### config.mk
export PLATFORM = sky130hd
export DESIGN_NAME = spi_master
export DESIGN_NICKNAME = d
export VERILOG_FILES = /design/src/rtl/spi_pkg.sv /design/src/rtl/spi_clk_div.sv /design/src/rtl/spi_master.sv
export SDC_FILE = /design/constraint.sdc
export NUM_CORES = 1
export LEC_CHECK = 0
export CORE_ASPECT_RATIO = 2
export CORE_MARGIN = 5
export CORE_UTILIZATION = 54
export DETAILED_ROUTE_END_ITERATION = 8
export MAX_ROUTING_LAYER = met4
export PLACE_DENSITY = 0.86
export SLEW_MARGIN = 5
export SYNTH_ARGS = -nofsm -noshare
export SYNTH_HDL_FRONTEND = slang
export SYNTH_SLANG_ARGS = --single-unit
### constraint.sdc
create_clock -name clk -period 2.35 [get_ports clk]
set_input_delay 0.47 -clock clk [delete_from_list [all_inputs] [get_ports clk]]
set_output_delay 0.47 -clock clk [all_outputs]
set_load 0.01 [all_outputs]
### src/rtl/spi_pkg.sv
// Shared state encoding, SPI mode constants and a clog2 helper for the SPI master.
package spi_pkg;

  typedef enum logic [1:0] {
    IDLE = 2'd0,
    LEAD = 2'd1,
    XFER = 2'd2,
    LAG  = 2'd3
  } spi_state_e;

  // Modes encoded as {cpol, cpha}.
  localparam logic [1:0] SPI_MODE0 = 2'b00;
  localparam logic [1:0] SPI_MODE1 = 2'b01;
  localparam logic [1:0] SPI_MODE2 = 2'b10;
  localparam logic [1:0] SPI_MODE3 = 2'b11;

  function automatic int unsigned clog2(input int unsigned value);
    int unsigned res;
    res = 0;
    for (int unsigned i = 0; i < 32; i++) begin
      if ((64'(1) << i) < 64'(value)) res = i + 1;
    end
    return res;
  endfunction

endpackage

### src/rtl/spi_clk_div.sv
// Half-period prescaler: tick_c marks the last cycle of every clk_div-cycle window while run_i is high.
module spi_clk_div
  import spi_pkg::*;
#(
  parameter int unsigned clk_div = 4
) (
  input  logic clk,
  input  logic reset_n,
  input  logic run_i,
  output logic tick_c
);

  localparam int unsigned CNT_W = (clk_div > 1) ? clog2(clk_div) : 1;
  localparam logic [CNT_W-1:0] CNT_MAX = CNT_W'(clk_div - 1);

  logic [CNT_W-1:0] cnt_q, cnt_d;

  assign tick_c = run_i && (cnt_q == CNT_MAX);

  always_comb begin
    cnt_d = cnt_q;
    if (!run_i || tick_c) cnt_d = '0;
    else                  cnt_d = cnt_q + CNT_W'(1);
  end

  always_ff @(posedge clk or negedge reset_n) begin
    if (!reset_n) cnt_q <= '0;
    else          cnt_q <= cnt_d;
  end

endmodule

### src/rtl/spi_master.sv
// SPI master with runtime CPOL/CPHA, MSB-first, one word per enable request.
// Define SPI_MASTER_CONTINUOUS_EN to chain words under one ss_n assertion while enable stays high.
module spi_master
  import spi_pkg::*;
#(
  parameter int unsigned data_length = 16,
  parameter int unsigned clk_div     = 4
) (
  input  logic                   clk,
  input  logic                   reset_n,
  input  logic                   enable,
  input  logic                   cpol,
  input  logic                   cpha,
  input  logic [data_length-1:0] tx,
  output logic [data_length-1:0] rx,
  output logic                   done,
  output logic                   busy,
  output logic                   sclk,
  output logic                   ss_n,
  output logic                   mosi,
  input  logic                   miso
);

  localparam int unsigned EDGE_W = clog2(2 * data_length) + 1;
  localparam logic [EDGE_W-1:0] LAST_EDGE = EDGE_W'(2 * data_length - 1);

  spi_state_e             state_q, state_d;
  logic                   cpol_q, cpol_d, cpha_q, cpha_d;
  logic [data_length-1:0] shift_tx_q, shift_tx_d, shift_rx_q, shift_rx_d, rx_q, rx_d;
  logic [EDGE_W-1:0]      edge_q, edge_d;
  logic                   done_q, done_d, busy_q, busy_d;
  logic                   sclk_q, sclk_d, ss_n_q, ss_n_d, mosi_q, mosi_d;
  logic                   tick, leading, last_edge, sample;
  logic [data_length-1:0] rx_shifted;

  spi_clk_div #(.clk_div(clk_div)) u_clk_div (
    .clk    (clk),
    .reset_n(reset_n),
    .run_i  (state_q != IDLE),
    .tick_c (tick)
  );

  always_comb begin
    state_d    = state_q;
    cpol_d     = cpol_q;
    cpha_d     = cpha_q;
    shift_tx_d = shift_tx_q;
    shift_rx_d = shift_rx_q;
    edge_d     = edge_q;
    rx_d       = rx_q;
    done_d     = 1'b0;
    busy_d     = busy_q;
    sclk_d     = sclk_q;
    ss_n_d     = ss_n_q;
    mosi_d     = mosi_q;
    // Even edge counts are leading edges (sclk leaving its idle level).
    leading    = ~edge_q[0];
    last_edge  = (edge_q == LAST_EDGE);
    sample     = leading ^ cpha_q;
    rx_shifted = {shift_rx_q[data_length-2:0], miso};

    case (state_q)
      IDLE: begin
        if (enable) begin
          shift_tx_d = tx;
          cpol_d     = cpol;
          cpha_d     = cpha;
          sclk_d     = cpol;
          busy_d     = 1'b1;
          ss_n_d     = 1'b0;
          mosi_d     = tx[data_length-1];
          edge_d     = '0;
          state_d    = LEAD;
        end
      end
      LEAD: begin
        if (tick) state_d = XFER;
      end
      XFER: begin
        if (tick) begin
          sclk_d = ~sclk_q;
          edge_d = edge_q + EDGE_W'(1);
          if (sample) shift_rx_d = rx_shifted;
          // MSB is already on mosi, so cpha=1 skips its first leading edge and cpha=0 its last trailing edge.
          if ((cpha_q && leading && (edge_q != '0)) || (!cpha_q && !leading && !last_edge)) begin
            shift_tx_d = shift_tx_q << 1;
            mosi_d     = shift_tx_q[data_length-2];
          end
          if (last_edge) begin
`ifdef SPI_MASTER_CONTINUOUS_EN
            if (enable) begin
              rx_d       = sample ? rx_shifted : shift_rx_q;
              done_d     = 1'b1;
              shift_tx_d = tx;
              cpha_d     = cpha;
              mosi_d     = tx[data_length-1];
              edge_d     = '0;
              state_d    = LEAD;
            end else begin
              state_d = LAG;
            end
`else
            state_d = LAG;
`endif
          end
        end
      end
      LAG: begin
        if (tick) begin
          ss_n_d  = 1'b1;
          rx_d    = shift_rx_q;
          done_d  = 1'b1;
          busy_d  = 1'b0;
          mosi_d  = 1'b0;
          state_d = IDLE;
        end
      end
      default: state_d = IDLE;
    endcase
  end

  always_ff @(posedge clk or negedge reset_n) begin
    if (!reset_n) begin
      state_q    <= IDLE;
      cpol_q     <= 1'b0;
      cpha_q     <= 1'b0;
      shift_tx_q <= '0;
      shift_rx_q <= '0;
      edge_q     <= '0;
      rx_q       <= '0;
      done_q     <= 1'b0;
      busy_q     <= 1'b0;
      sclk_q     <= 1'b0;
      ss_n_q     <= 1'b1;
      mosi_q     <= 1'b0;
    end else begin
      state_q    <= state_d;
      cpol_q     <= cpol_d;
      cpha_q     <= cpha_d;
      shift_tx_q <= shift_tx_d;
      shift_rx_q <= shift_rx_d;
      edge_q     <= edge_d;
      rx_q       <= rx_d;
      done_q     <= done_d;
      busy_q     <= busy_d;
      sclk_q     <= sclk_d;
      ss_n_q     <= ss_n_d;
      mosi_q     <= mosi_d;
    end
  end

  assign rx   = rx_q;
  assign done = done_q;
  assign busy = busy_q;
  assign sclk = sclk_q;
  assign ss_n = ss_n_q;
  assign mosi = mosi_q;

endmodule

After elaboration in Yosys (flattened, before gate mapping):

Index checks and enable logic that the tools add are counted.

* register bits: 63
* logic and storage cells: 81
* bits in latches: 0
* output and inout port bits: 21
* memories: 0
* input bits: 22
* memory bits (read-only): 0
* RAM bits: 0

* bitwise operators: 3
* shift operators: 0
* add/sub/neg operators: 2
* reductions and logical operators: 24
* mux-type cells: 29
* div/mod/pow operators: 0
* multipliers: 0
* eq/ne operators: 11
* order comparisons: 0

Operators by type and width (count)
* $mux 15: 3
* $pmux 15 s2: 1
* $mux 2: 6
* $mux 6: 2
* $pmux 6 s2: 1
* $mux 1: 11
* $reduce_and 5->1: 2
* $reduce_and 3->1: 3
* $pmux 2 s4: 1
* $add 6x1->6 const B: 1
* $eq 2x2->1 const B: 3
* $eq 6x5->1 const B: 1
* $ne 2x1->1 const B: 3
* $ne 2x2->1 const B: 3
* $pmux 1 s2: 3
* $reduce_bool 2->1: 3
* $reduce_bool 6->1: 1
* $logic_and 1x1->1: 5
* $reduce_and 2->1: 2
* $reduce_and 4->1: 1
* $logic_not 1->1: 3
* $pmux 1 s3: 1
* $reduce_bool 3->1: 1
* $add 2x1->2 const B: 1
* other kinds (5): 7

Depth between registers and ports, before layout:

Gate-level depths: netlist (run 1).

* word-level depth: 7
* gate-level depth with buffers: 8
* depth with buffers taken out: 6

By module:

A second synthesis (run 1) with hierarchy kept.

* cell total of the unflattened synthesis: 214
* area total of the unflattened synthesis: 2961.6 µm²

Modules (own cells, without submodules)
* spi_master: cells each 208, times used 1, area each 2870.3 µm²
* spi_clk_div: cells each 6, times used 1, area each 91.3 µm²

Least setup slack after synthesis (run 1):

OpenSTA, ideal clock, no wires.

* kind: flip-flop to flip-flop
* start point: register state_q[0]
* end point: register shift_tx_q[13]
* stages on the path, launching flop included: 7
* period minus slack after synthesis: 1889 ps
* slack: 461 ps
* buffers on the path: 2
* arrival time: 1764 ps
* cells stage by stage: dfrtp_1 inv_1 ha_1 buf_2 clkbuf_1 mux2_2 mux2_2

* cells in the longest elaborated chain, start to end: 4
* elaborated cells on any way between the ends: 10
* those cells by class: eq/ne (4); mux (1); reduce/logical (5)

Ends and longest elaborated chain
* start, declared: RTL line spi_master.sv:27 `spi_state_e state_q, state_d;`
* start signal, assigned: RTL line spi_master.sv:137 `state_q <= state_d;`
* $reduce_bool 2->1: RTL line spi_master.sv:39 `.run_i (state_q != IDLE),`
* $logic_and 1x1->1: RTL line spi_clk_div.sv:18 `assign tick_c = run_i && (cnt_q == CNT_MAX);`
* $ne 2x1->1 (no source line)
* $reduce_and 4->1 (no source line)
* end signal, assigned: RTL line spi_master.sv:140 `shift_tx_q <= shift_tx_d;`
* end, declared: RTL line spi_master.sv:29 `logic [data_length-1:0] shift_tx_q, shift_tx_d, shift_rx_q, shift_rx_d, rx_q, rx_d;`

Parallel ways exist; a longest one is shown, timed or not.
A chain may end at the register's enable or synchronous reset.

Worst setup path after layout (run 1):

* start point: register state_q[0]
* end point: register shift_tx_q[14]

The elaborated chain is that of the path after synthesis.

==> impl_metrics.json, run 1 <==
{
  "post_syn_area_per_cell_um2": 13.6,
  "clock-root-buffer": "clkbuf_8",
  "aggregate_negative_setup_slack_ns": 0,
  "nFillCells": 377,
  "clock_latency_ns": 0.33,
  "post_drt_wl_per_cell_um": 16.0,
  "die_h_um": 114,
  "cts_resized": 0,
  "hold_path_class": "in -> async",
  "fin_worst_hold_slack_ns": 0.105,
  "synth-edff-count": 0,
  "rsz0062_at_grt": "false",
  "antenna_found_initial": 0,
  "io_count": 43,
  "met1_usage_pct": 19.8,
  "max_slew.worst_pin.slew_ns": 0.527,
  "critPathCaptureType": "flop",
  "synth_top_cell_by_area": "dfrtp_1",
  "worst_ep_arrival_time_ns": 2.28,
  "cts_num_sinks": 63,
  "wirelength_mm": 5.26,
  "grt_start_max_net_pins": 42,
  "cts_tree": "done",
  "grt_util_met2_pct": 27.8,
  "ys_top_cells_by_count": "dfrtp_1, mux2_2, ha_1, inv_1, nor2_1",
  "number_of_flip_flops_and_latches_in_the_synthesized_netlist": 63,
  "routed_via_density": 5.42,
  "dieWidth_um": 61.8,
  "final_layout_size_suffix_gt1_share_pct": 33.0,
  "cp_max_fo": 15,
  "finClkSkew_ns": 0.00959,
  "port_buffers": 42,
  "clock_tree.buffer_depth": 2,
  "via_count": 1778,
  "worstSetupPathType": "reg -> reg",
  "max_slew_margin_pct": 64.9,
  "finalCriticalPeriod_ns": 2.06,
  "yosysUniqueCellTypes": 35,
  "vdd_ir_drop_max_mv": 0.728,
  "status": "finished, final reports clean",
  "grt.met3_usage_pct": 5.32,
  "async_reset_ff_share_pct": 100,
  "final-seq-area_mm2": 0.00158,
  "critPathLaunchType": "flop",
  "track_usage_pct": 17.3,
  "first_iter_violations": 38,
  "max-cap-violations": 0,
  "design.core.area_mm2": 0.00518,
  "num-nets-final": 297,
  "number_of_global_route_vias_before_repair": 1904,
  "drt.antenna.violating_nets": 0,
  "globalRouteOverflowTotal": 0,
  "n_antenna_cell": 0,
  "synth_top_area_share_pct": 53.5,
  "grt.busiest_layer": "met2",
  "worstPathRequired_ns": 2.56,
  "hold_buffers": 0,
  "synth_cells": 214,
  "initial_utilization_pct": 55.9,
  "1st_pass_router_iterations": 4,
  "dominantRegCellSynth": "dfrtp_1",
  "number_of_levels_the_h_tree_was_split_into": 3,
  "post-cts-setup-buffer-count": 0,
  "period_share_pct": 87.9,
  "synthTopCellsByArea": "dfrtp_1, mux2_2, mux2_4",
  "rows": 37,
  "slew_viol_final": 0,
  "grt_pass1_wl_mm": 8.74,
  "hpwl_mm": 3.85,
  "finalPower_mw": 3.78,
  "drc": 0,
  "most_used_standard_cell_by_instance_count_after_synthesis": "dfrtp_1",
  "fmax_mhz": 484,
  "post_synth_net_total": 246,
  "multi_input_area_mm2": 0.00123,
  "dieArea_mm2": 0.00703,
  "cts-buffers-inserted": 9,
  "clk_transition_reported_paths_ns": 0.07,
  "setup_viol_count_final": 0,
  "ys_warn_count": 0,
  "seq_area_frac_synth_pct": 54.4,
  "syn_area_mm2": 0.00290,
  "area_delta_synth_final_pct": 24.1,
  "place_congestion": 0.837,
  "cellLeakagePower_nw": 1.68,
  "power_density_mw_per_mm2": 1050,
  "hold_viol": 0
}
worst paths after layout:
| check | from | end | slack [ns] | cells after the start |
|---|---|---|---|---|
| hold reg to reg | u_clk_div.cnt_q[0] | u_clk_div.cnt_q[0] | 0.45 | 1 |
| min in group clk | u_clk_div.cnt_q[0] | u_clk_div.cnt_q[0] | 0.45 | 1 |
| setup reg to reg | state_q[0] | shift_tx_q[14] | 0.29 | 6 |
| setup / recovery | state_q[0] | shift_tx_q[14] | 0.29 | 6 |
| hold / removal | reset_n | rx[11] | 0.10 | 1 |
| max in group asynchronous | reset_n | ss_n | 1.58 | 2 |
flip-flops by register name, summed over array words and instances (netlist names), 2 cells and up:
name,cells
u_clk_div.cnt_q,2
state_q,2
shift_tx_q,15
rx,16
shift_rx_q,16
edge_q,6
power breakdown:
part           total [mW]  leakage [nW]  internal (mW)  switching (mW)
sequential           1.52         0.822           1.35           0.167
clock               0.948        0.0993          0.524           0.424
combinational        1.31         0.758          0.759           0.556
metrics by stage:
stage / std cells / cell area [um2] / setup WS [ns] / util, %
finish: 328 / 3600 / 0.285 / 69.4
global route: 328 / 3600 / 0.149 / 69.4
CTS: 328 / 3600 / 0.290 / 69.4
detailed placement: 312 / 3390 / 0.202 / 65.5
global placement: 312 / 3390 / 0.218 / 65.5
floorplan: 214 / 2900 / 0.461 / -
routing by layer:
metal  routed length, um  up-vias  share of wire [%]
met4                  66        0                1.3
met2                2950       41                 56
li1                    -      852                  -
met1                2030      880                 39
met5                   0        -                  0
met3                 211        5                4.0
cell usage in the layout (no fill, tap or decap), drive strengths merged, types with 4 or more instances in the layout:
cell type,netlist,final
a21oi,8,8
clkdlybuf4s50,0,41
buf,5,7
nand2,8,8
ha,10,10
mux2,63,63
nor2,10,10
clkbuf,3,10
inv,10,12
dfrtp,62,62
o21ai,4,4
logic make-up (layout without fill, tap and decap cells):
logic type / Yosys count / count (layout) / share of synthesized area, %
compound gates: 23 / 23 / 5.48
xor+xnor: 4 / 4 / 1.21
fa+ha+maj: 10 / 10 / 4.31
buf+inv: 18 / 74 / 3.06
flops: 63 / 63 / 54.4
mux: 64 / 64 / 26.0
simple gates: 32 / 32 / 5.57
area by class of cell:
class	count	area share, %
inverters	10	1.04
flip-flops and latches	63	43.8
multi-input cells	133	34.3
clock buffers	10	3.82
well taps	58	2.02
repair buffers	48	13.1
clock inverters	6	1.88
worst max-delay path: stages (launching register included):
cell,delay [ns]
dfrtp_1,0.41
inv_1,0.10
ha_1,0.33
nand3b_1,0.27
nand2_1,0.16
o21a_4,0.31
mux2_2,0.37
Power figures use the tool's default switching activity.
==> run 2: changes to the inputs <==
Settings changed: CAP_MARGIN set to 20.
==> results of run 2 <==
Final layout, timing and power as in run 1 (identical DEF).
